<file path="src/rtl/tinyyolo_pkg.sv">
// Shared types and helpers for the TinyYOLO output-path blocks.
// Carries the result-sink state encoding and the data-signature fold.
package tinyyolo_pkg;

   localparam int SIG_WIDTH      = 32;
   // Widest stream the fold accepts; callers zero-extend, and zero lanes leave the XOR unchanged.
   localparam int FOLD_MAX_WIDTH = 4096;

   typedef enum logic [1:0] {
      IDLE = 2'd0,
      RUN  = 2'd1,
      DONE = 2'd2
   } sink_state_t;

   function automatic logic [SIG_WIDTH-1:0] fold32(input logic [FOLD_MAX_WIDTH-1:0] data);
      logic [SIG_WIDTH-1:0] acc;
      acc = '0;
      for (int i = 0; i < FOLD_MAX_WIDTH / SIG_WIDTH; i++) begin
         acc ^= data[i*SIG_WIDTH +: SIG_WIDTH];
      end
      return acc;
   endfunction

endpackage

</file>
<file path="src/rtl/tinyyolo_axis_result_sink.sv">
// AXI4-Stream result sink: counts beats against a latched frame length,
// checks tlast placement, signs the data and pulses ap_done at frame end.
//
// state | meaning
// IDLE  | tready low, waiting for ap_start
// RUN   | tready high, accepting beats until tlast or expected count
// DONE  | tready low, ap_done high for one cycle
module tinyyolo_axis_result_sink
   import tinyyolo_pkg::*;
#(
   parameter int C_AXIS_TDATA_WIDTH = 512,
   parameter int C_BEAT_COUNT_WIDTH = 32
) (
   input  logic                          aclk,
   input  logic                          areset,
   input  logic                          ap_start,
   input  logic [C_BEAT_COUNT_WIDTH-1:0] expected_beats,
   input  logic                          s_axis_tvalid,
   output logic                          s_axis_tready,
   input  logic [C_AXIS_TDATA_WIDTH-1:0] s_axis_tdata,
   input  logic                          s_axis_tlast,
   output logic                          ap_done,
   output logic                          busy,
   output logic [C_BEAT_COUNT_WIDTH-1:0] beat_count,
   output logic [SIG_WIDTH-1:0]          signature,
   output logic                          err_early_last,
   output logic                          err_missing_last
);

   sink_state_t                   state;
   sink_state_t                   state_nxt;
   logic [C_BEAT_COUNT_WIDTH-1:0] exp_beats;
   logic [C_BEAT_COUNT_WIDTH-1:0] beat_n;
   logic [FOLD_MAX_WIDTH-1:0]     tdata_ext;
   logic                          accept;
   logic                          start_ok;

   // Handshake outputs decode the state register only, so tready never depends on tvalid.
   assign s_axis_tready = (state == RUN);
   assign ap_done       = (state == DONE);
   assign busy          = (state != IDLE);

   assign accept    = s_axis_tvalid & s_axis_tready;
   assign start_ok  = (state == IDLE) & ap_start;
   assign beat_n    = beat_count + C_BEAT_COUNT_WIDTH'(1);
   assign tdata_ext = FOLD_MAX_WIDTH'(s_axis_tdata);

   always_ff @(posedge aclk) begin
      if (areset) begin
         state <= IDLE;
      end else begin
         state <= state_nxt;
      end
   end

   always_comb begin
      state_nxt = state;
      case (state)
         IDLE: begin
            if (ap_start) begin
               state_nxt = (expected_beats == '0) ? DONE : RUN;
            end
         end
         RUN: begin
            if (accept && (s_axis_tlast || (beat_n == exp_beats))) begin
               state_nxt = DONE;
            end
         end
         DONE:    state_nxt = IDLE;
         default: state_nxt = IDLE;
      endcase
   end

   always_ff @(posedge aclk) begin
      if (areset) begin
         exp_beats        <= '0;
         beat_count       <= '0;
         signature        <= '0;
         err_early_last   <= 1'b0;
         err_missing_last <= 1'b0;
      end else if (start_ok) begin
         exp_beats        <= expected_beats;
         beat_count       <= '0;
         signature        <= '0;
         err_early_last   <= 1'b0;
         err_missing_last <= 1'b0;
      end else if (accept) begin
         beat_count <= beat_n;
         signature  <= {signature[SIG_WIDTH-2:0], signature[SIG_WIDTH-1]} ^ fold32(tdata_ext);
         if (s_axis_tlast && (beat_n < exp_beats)) begin
            err_early_last <= 1'b1;
         end
         if (!s_axis_tlast && (beat_n == exp_beats)) begin
            err_missing_last <= 1'b1;
         end
      end
   end

endmodule

</file>
<file path="config.mk">
export PLATFORM = sky130hd
export DESIGN_NAME = tinyyolo_axis_result_sink
export DESIGN_NICKNAME = d
export VERILOG_FILES = /design/src/rtl/tinyyolo_pkg.sv /design/src/rtl/tinyyolo_axis_result_sink.sv
export SDC_FILE = /design/constraint.sdc
export NUM_CORES = 1
export LEC_CHECK = 0
export CAP_MARGIN = 20
export CORE_AREA = 2 2 237 239
export DETAILED_ROUTE_END_ITERATION = 10
export DIE_AREA = 0 0 239 241
export PLACE_DENSITY = 0.52
export SYNTH_ARGS = -nofsm -noshare
export SYNTH_HDL_FRONTEND = slang
export SYNTH_SLANG_ARGS = --single-unit
</file>
<file path="constraint.sdc">
create_clock -name aclk -period 3.7 [get_ports aclk]
set_input_delay 0.37 -clock aclk [delete_from_list [all_inputs] [get_ports aclk]]
set_output_delay 0.37 -clock aclk [all_outputs]
set_load 0.02 [all_outputs]
</file>
==> results of run 1 <==
per-stage QoR:
step	instances	hold slack, ns	total power, W	area, um^2
2_1_floorplan	1083	0.436	0.00263	9730
3_3_place_gp	2381	0.445	0.00365	16700
3_5_place_dp	2381	0.446	0.00365	16700
4_1_cts	2397	0.457	0.00476	17000
5_1_grt	2407	0.476	0.00494	17100
6_report	2414	0.454	0.00467	17100
metal layers:
metal  GRT usage  routed length [um]  vias to the layer above
li1            -                   -                     4794
met1       0.196               20400                     4510
met2       0.308               26800                      375
met3      0.0783                5680                       61
met4      0.0587                1150                       12
met5           0                  69                        -
cells in the final DEF, fill, tap and decap left out, drive strengths merged, types with 13 or more instances in the layout:
master / synthesis / final
nor2: 41 / 41
nand2: 89 / 89
diode: 0 / 17
nand4: 21 / 21
a22o: 32 / 32
inv: 39 / 41
o21ai: 16 / 16
xor2: 54 / 54
clkdlybuf4s50: 0 / 617
nor4: 13 / 13
xnor2: 445 / 445
ha: 33 / 33
nand3: 23 / 23
xnor3: 32 / 32
dfxtp: 100 / 100
a21oi: 58 / 58
final timing paths:
path / from / endpoint / slack [ns]
setup reg to reg: beat_count[2] / err_early_last / 0.43
hold / removal: exp_beats[24] / exp_beats[24] / 0.45
setup / recovery: beat_count[2] / err_early_last / 0.43
hold reg to reg: exp_beats[24] / exp_beats[24] / 0.45
what timing repair did:
| action | CTS | global route |
|---|---|---|
| setup endpoints to repair | 0 | 2 |
| hold endpoints to repair | 0 | 0 |
| resized for setup | 0 | 1 |
worst max-delay path: stages (launching register included):
cell and delay (ns):
dfxtp_1 0.47, and4_1 0.34, and3_1 0.35, nand2_1 0.20, nor3_1 0.27, xor2_1 0.11, ha_1 0.30, nand4_1 0.12
or4_1 0.59, a211oi_1 0.28, o32ai_1 0.12
layout make-up:
cell class | count | area share
sequential | 100 | 0.117
tap | 704 | 0.0515
inverter | 39 | 0.00856
timing repair buffer | 626 | 0.365
clock buffer | 11 | 0.0148
clock inverter | 5 | 0.00395
antenna | 17 | 0.00249
multi-input combinational | 912 | 0.436
flip-flops by register name (all words and copies together), names as in the netlist:
register and flops:
beat_count 32, exp_beats 32, signature 32, state 2, err_early_last 1, err_missing_last 1
report_power, final:
group	internal, W	switching, W	total (W)
Combinational	0.00151	0.000933	0.00244
Clock	0.000573	0.000493	0.00107
Sequential	0.00113	0.0000421	0.00117
Total	0.00320	0.00147	0.00467
cell families after synthesis:
logic type,Yosys count,synth area share
flops,100,0.206
buf+inv,71,0.0293
compound gates,119,0.0778
xor+xnor,531,0.523
fa+ha+maj,33,0.0424
simple gates,229,0.121
==> qor.csv, run 1 <==
metric,value,unit
core_area,0.0549,mm^2
die_area,0.0576,mm^2
ir_worst_vdd,0.000208,V
netlist_instances,1083,
first_global_vias,9996,
fin_worst_skew,0.0118,ns
grt_max_degree,36,
ant_nets,0,
synth_commonest_cells,"xnor2_1 (445), dfxtp_1 (100), nand2_1 (89)",
root_buffer,clkbuf_16,
hold_buffers,0,
synth_top_flop_cell,dfxtp_1,
num_vias,9752,
crit_type,reg2reg,
rsz0062_at_grt,false,
layout_min_cycle_time,3.27,ns
holdPathStages,2,
worstMarginPinSlew,1.03,ns
setup_viol,0,
drc,0,
synthTopCellsByArea,"xnor2_1 (40%), dfxtp_1 (21%), xnor3_1 (7.4%)",
area_delta_synth_final,75.7,%
seq_area,0.00200,mm^2
grt_pass1_wl,71900,um
synth_edf_count,0,
finalWirelength,54100,um
cp-start-kind,flop,
cts_setup_buffers,0,
track_usage,0.179,
gp_congestion,0.915,
r2r.worst_path.cells,10,
multi_input_area,0.00746,mm^2
viasPerCell,4.04,
io_pins,618,
slew_headroom,0.315,
wl_per_cell,22.4,um
overflow,0,
htreeDepth,3,
hp-class,reg2reg,
synthesis.area,0.00973,mm^2
synth.most_common_cell,xnor2_1,
drt_iter0_drc,401,
pre_cts_slack,0.381,ns
synth_top_area_frac,0.401,
final_core_util,0.311,
min_period_over_period,0.884,
cts_tree,done,
firstDrtPassIters,5,
cellPowerDensity,273,mW/mm^2
drv_slew,0,
end_kind,flop,
nets,2270,
fillerInstances,5720,
maxCapViolations,0,
insertion_delay,0.37,ns
fin_tns_setup,0,ns
leakage,6.01,nW
cts-buffers-inserted,9,
clk_pin_slew,0.07,ns
chipWidth,239,um
outcome,"finished, final reports clean",
dp_hpwl,47900,um
drive_above_1_share,0.0230,
max_freq,0.306,GHz
cp.required,3.92,ns
yosysUniqueCellTypes,48,
arrival,3.49,ns
setup_ws,0.428,ns
hold_viol_final,0,
yosys_warnings,0,
io_buffers,617,
ys_seq_area_frac,0.206,
die_y,241,um
clk_path_buf_depth,2,
async_reset_ff_frac,0,
yosys_register_bits,100,
postSynthAreaPerCell,8.98,um^2
std_cell_rows,86,
cts.sinks,100,
grt_antenna_before_repair,30,
start_util,0.177,
critical_path.max_fanout,6,
synth_top_cell_by_area,xnor2_1,
syn_nets,1665,
Power figures use the tool's default switching activity.
==> inputs of run 2 (changes only) <==
--- a/config.mk
+++ b/config.mk
@@ -7,6 +7,7 @@
 export LEC_CHECK = 0
 export CAP_MARGIN = 20
 export CORE_AREA = 2 2 237 239
+export CTS_CLUSTER_DIAMETER = 80
 export DETAILED_ROUTE_END_ITERATION = 10
 export DIE_AREA = 0 0 239 241
 export PLACE_DENSITY = 0.52
==> results of run 2 <==
No change in the layout: final DEF, timing and power equal those of run 1.
==> inputs of run 3 (changes only) <==
--- a/config.mk
+++ b/config.mk
@@ -11,6 +11,7 @@
 export DETAILED_ROUTE_END_ITERATION = 10
 export DIE_AREA = 0 0 239 241
 export PLACE_DENSITY = 0.52
+export SETUP_SLACK_MARGIN = 0.15
 export SYNTH_ARGS = -nofsm -noshare
 export SYNTH_HDL_FRONTEND = slang
 export SYNTH_SLANG_ARGS = --single-unit
==> run 3 against run 2 <==
Compared with the run above:
- clock power hardly changed
- die area stayed put
- first-iteration DRC count is 2.5% lower
- count of clock-buffer cells in the layout stayed put
- sequential share of layout area hardly changed
- largest cell class unchanged
==> qor.csv, run 3 (synthesis results as in run 1) <==
metric,value,unit,change
outcome,"finished, final reports clean",,unchanged
cp-start-kind,flop,,unchanged
slowest_delay,0.51,ns,was 0.59 ns
arrival,3.51,ns,was 3.49 ns
reg.largest.list,"beat_count x32, exp_beats x32, signature x32",,unchanged
layout_commonest_cell,clkdlybuf4s50_1,,unchanged
r2r_start,beat_count[8],,was beat_count[2]
cp.required,3.92,ns,about the same
min_period_over_period,0.890,,was 0.884
crit_type,reg2reg,,unchanged
path_cells,nand2_1 -> or2_0 -> nor2_2 -> nand3_1 -> xnor2_1 -> ha_1 -> nand4_1 -> or4_1 -> a211oi_1 -> o32ai_1,,was and4_1 -> and3_1 -> nand2_1 -> nor3_1 -> xor2_1 -> ha_1 -> nand4_1 -> or4_1 -> a211oi_1 -> o32ai_1
dp_hpwl,47900,um,unchanged
hp-class,reg2reg,,unchanged
cts-buffers-inserted,9,,unchanged
io_buffers,617,,unchanged
drv_slew,0,,unchanged
grt_antenna_before_repair,30,,unchanged
die_area,0.0576,mm^2,unchanged
io_pins,618,,unchanged
fin_worst_skew,0.0109,ns,was 0.0118 ns
overflow,0,,unchanged
cellPowerDensity,273,mW/mm^2,about the same
start_util,0.177,,unchanged
crit_start,beat_count[8],,was beat_count[2]
max_freq,0.304,GHz,was 0.306 GHz
grt_max_degree,36,,unchanged
cts_tree,done,,unchanged
layout_min_cycle_time,3.29,ns,was 3.27 ns
cp_slowest_cell,or4_1,,unchanged
track_usage,0.179,,unchanged
gp_congestion,0.915,,unchanged
nets,2270,,unchanged
drt_iter0_drc,391,,was 401
area_delta_synth_final,75.8,%,was 75.7%
root_buffer,clkbuf_16,,unchanged
critical_path.max_fanout,7,,was 6
viasPerCell,4.03,,was 4.04
cts_setup_buffers,0,,unchanged
r2r_slack,0.41,ns,was 0.43 ns
finalWirelength,54100,um,about the same
fin_tns_setup,0,ns,unchanged
end_kind,flop,,unchanged
std_cell_rows,86,,unchanged
hold_viol_final,0,,unchanged
die_y,241,um,unchanged
hold_buffers,0,,unchanged
first_global_vias,9996,,unchanged
drive_above_1_share,0.0236,,was 0.0230
drc,0,,unchanged
cts.sinks,100,,unchanged
leakage,6.02,nW,was 6.01 nW
worstSetupEndpoint,err_early_last,,unchanged
setup_viol,0,,unchanged
firstDrtPassIters,5,,unchanged
grt_pass1_wl,71900,um,unchanged
rr_endpoint,err_early_last,,unchanged
insertion_delay,0.37,ns,about the same
core_area,0.0549,mm^2,unchanged
worstMarginPinSlew,1.03,ns,about the same
htreeDepth,3,,unchanged
ir_worst_vdd,0.000208,V,about the same
clk_path_buf_depth,2,,unchanged
wl_per_cell,22.4,um,about the same
maxCapViolations,0,,unchanged
r2r.worst_path.cells,10,,unchanged
rsz0062_at_grt,true,,was false
num_vias,9732,,was 9752
final_cell_mix,"clkdlybuf4s50_1 (617), xnor2_1 (445), dfxtp_1 (100)",,unchanged
ant_nets,0,,unchanged
clk_pin_slew,0.08,ns,was 0.07 ns
worst_hold_slack,0.454,ns,about the same
chipWidth,239,um,unchanged
slew_headroom,0.313,,was 0.315
[run 3: through the flow]
| step | cell area (um^2) | util | setup slack [ns] | instances | power, W |
|---|---|---|---|---|---|
| after detailed placement | 16700 | 0.305 | 0.381 | 2381 | 0.00365 |
| after global placement | 16700 | 0.305 | 0.452 | 2381 | 0.00365 |
| after global routing | 17100 | 0.311 | 0.147 | 2407 | 0.00495 |
| after floorplan | 9730 | - | 0.596 | 1083 | 0.00263 |
| after CTS | 17000 | 0.311 | 0.362 | 2397 | 0.00476 |
| final | 17100 | 0.312 | 0.407 | 2414 | 0.00467 |
[run 3: how the worst min path moves through the flow]
stage	startpoint	end	slack (ns)	depth (start not counted)
detailed placement	exp_beats[24]	exp_beats[24]	0.45	2
floorplan	exp_beats[10]	exp_beats[10]	0.44	2
CTS	exp_beats[24]	exp_beats[24]	0.46	2
finish	exp_beats[24]	exp_beats[24]	0.45	2
global route	exp_beats[1]	exp_beats[1]	0.48	2
global placement	exp_beats[24]	exp_beats[24]	0.44	2
[run 3: cell type report]
class	instances	area (um^2)
Antenna cell	17	42.5
Clock buffer	11	253
Clock inverter	5	67.6
Fill cell	5721	37800
Inverter	39	146
Multi-Input combinational cell	912	7460
Sequential cell	100	2000
Tap cell	704	881
Timing Repair Buffer	626	6240
[run 3: layer usage]
layer / wire [um] / vias to the layer above / part of all wire / global-route usage
li1: - / 4792 / - / -
met1: 20400 / 4511 / 0.38 / 0.196
met2: 26900 / 363 / 0.50 / 0.308
met3: 5670 / 54 / 0.10 / 0.0783
met4: 1070 / 12 / 0.020 / 0.0587
met5: 69 / - / 0.0013 / 0
[run 3: timing repair]
action | CTS | global route
setup endpoints to repair | 0 | 3
resized for setup | 0 | 2
endpoints found under the hold margin | 0 | 0
[run 3: critical path: cells and delay by family, from the launching register on]
kind            cells  cell delay [ns]
compound gates      2             0.39
flops               1             0.49
fa+ha+maj           1             0.32
simple gates        6             1.77
xor+xnor            1             0.16
[run 3: where the power goes]
part | switching [W] | internal [W] | total (W)
combinational | 0.000934 | 0.00151 | 0.00244
sequential | 0.0000421 | 0.00113 | 0.00117
clock | 0.000489 | 0.000573 | 0.00106
total | 0.00147 | 0.00320 | 0.00467
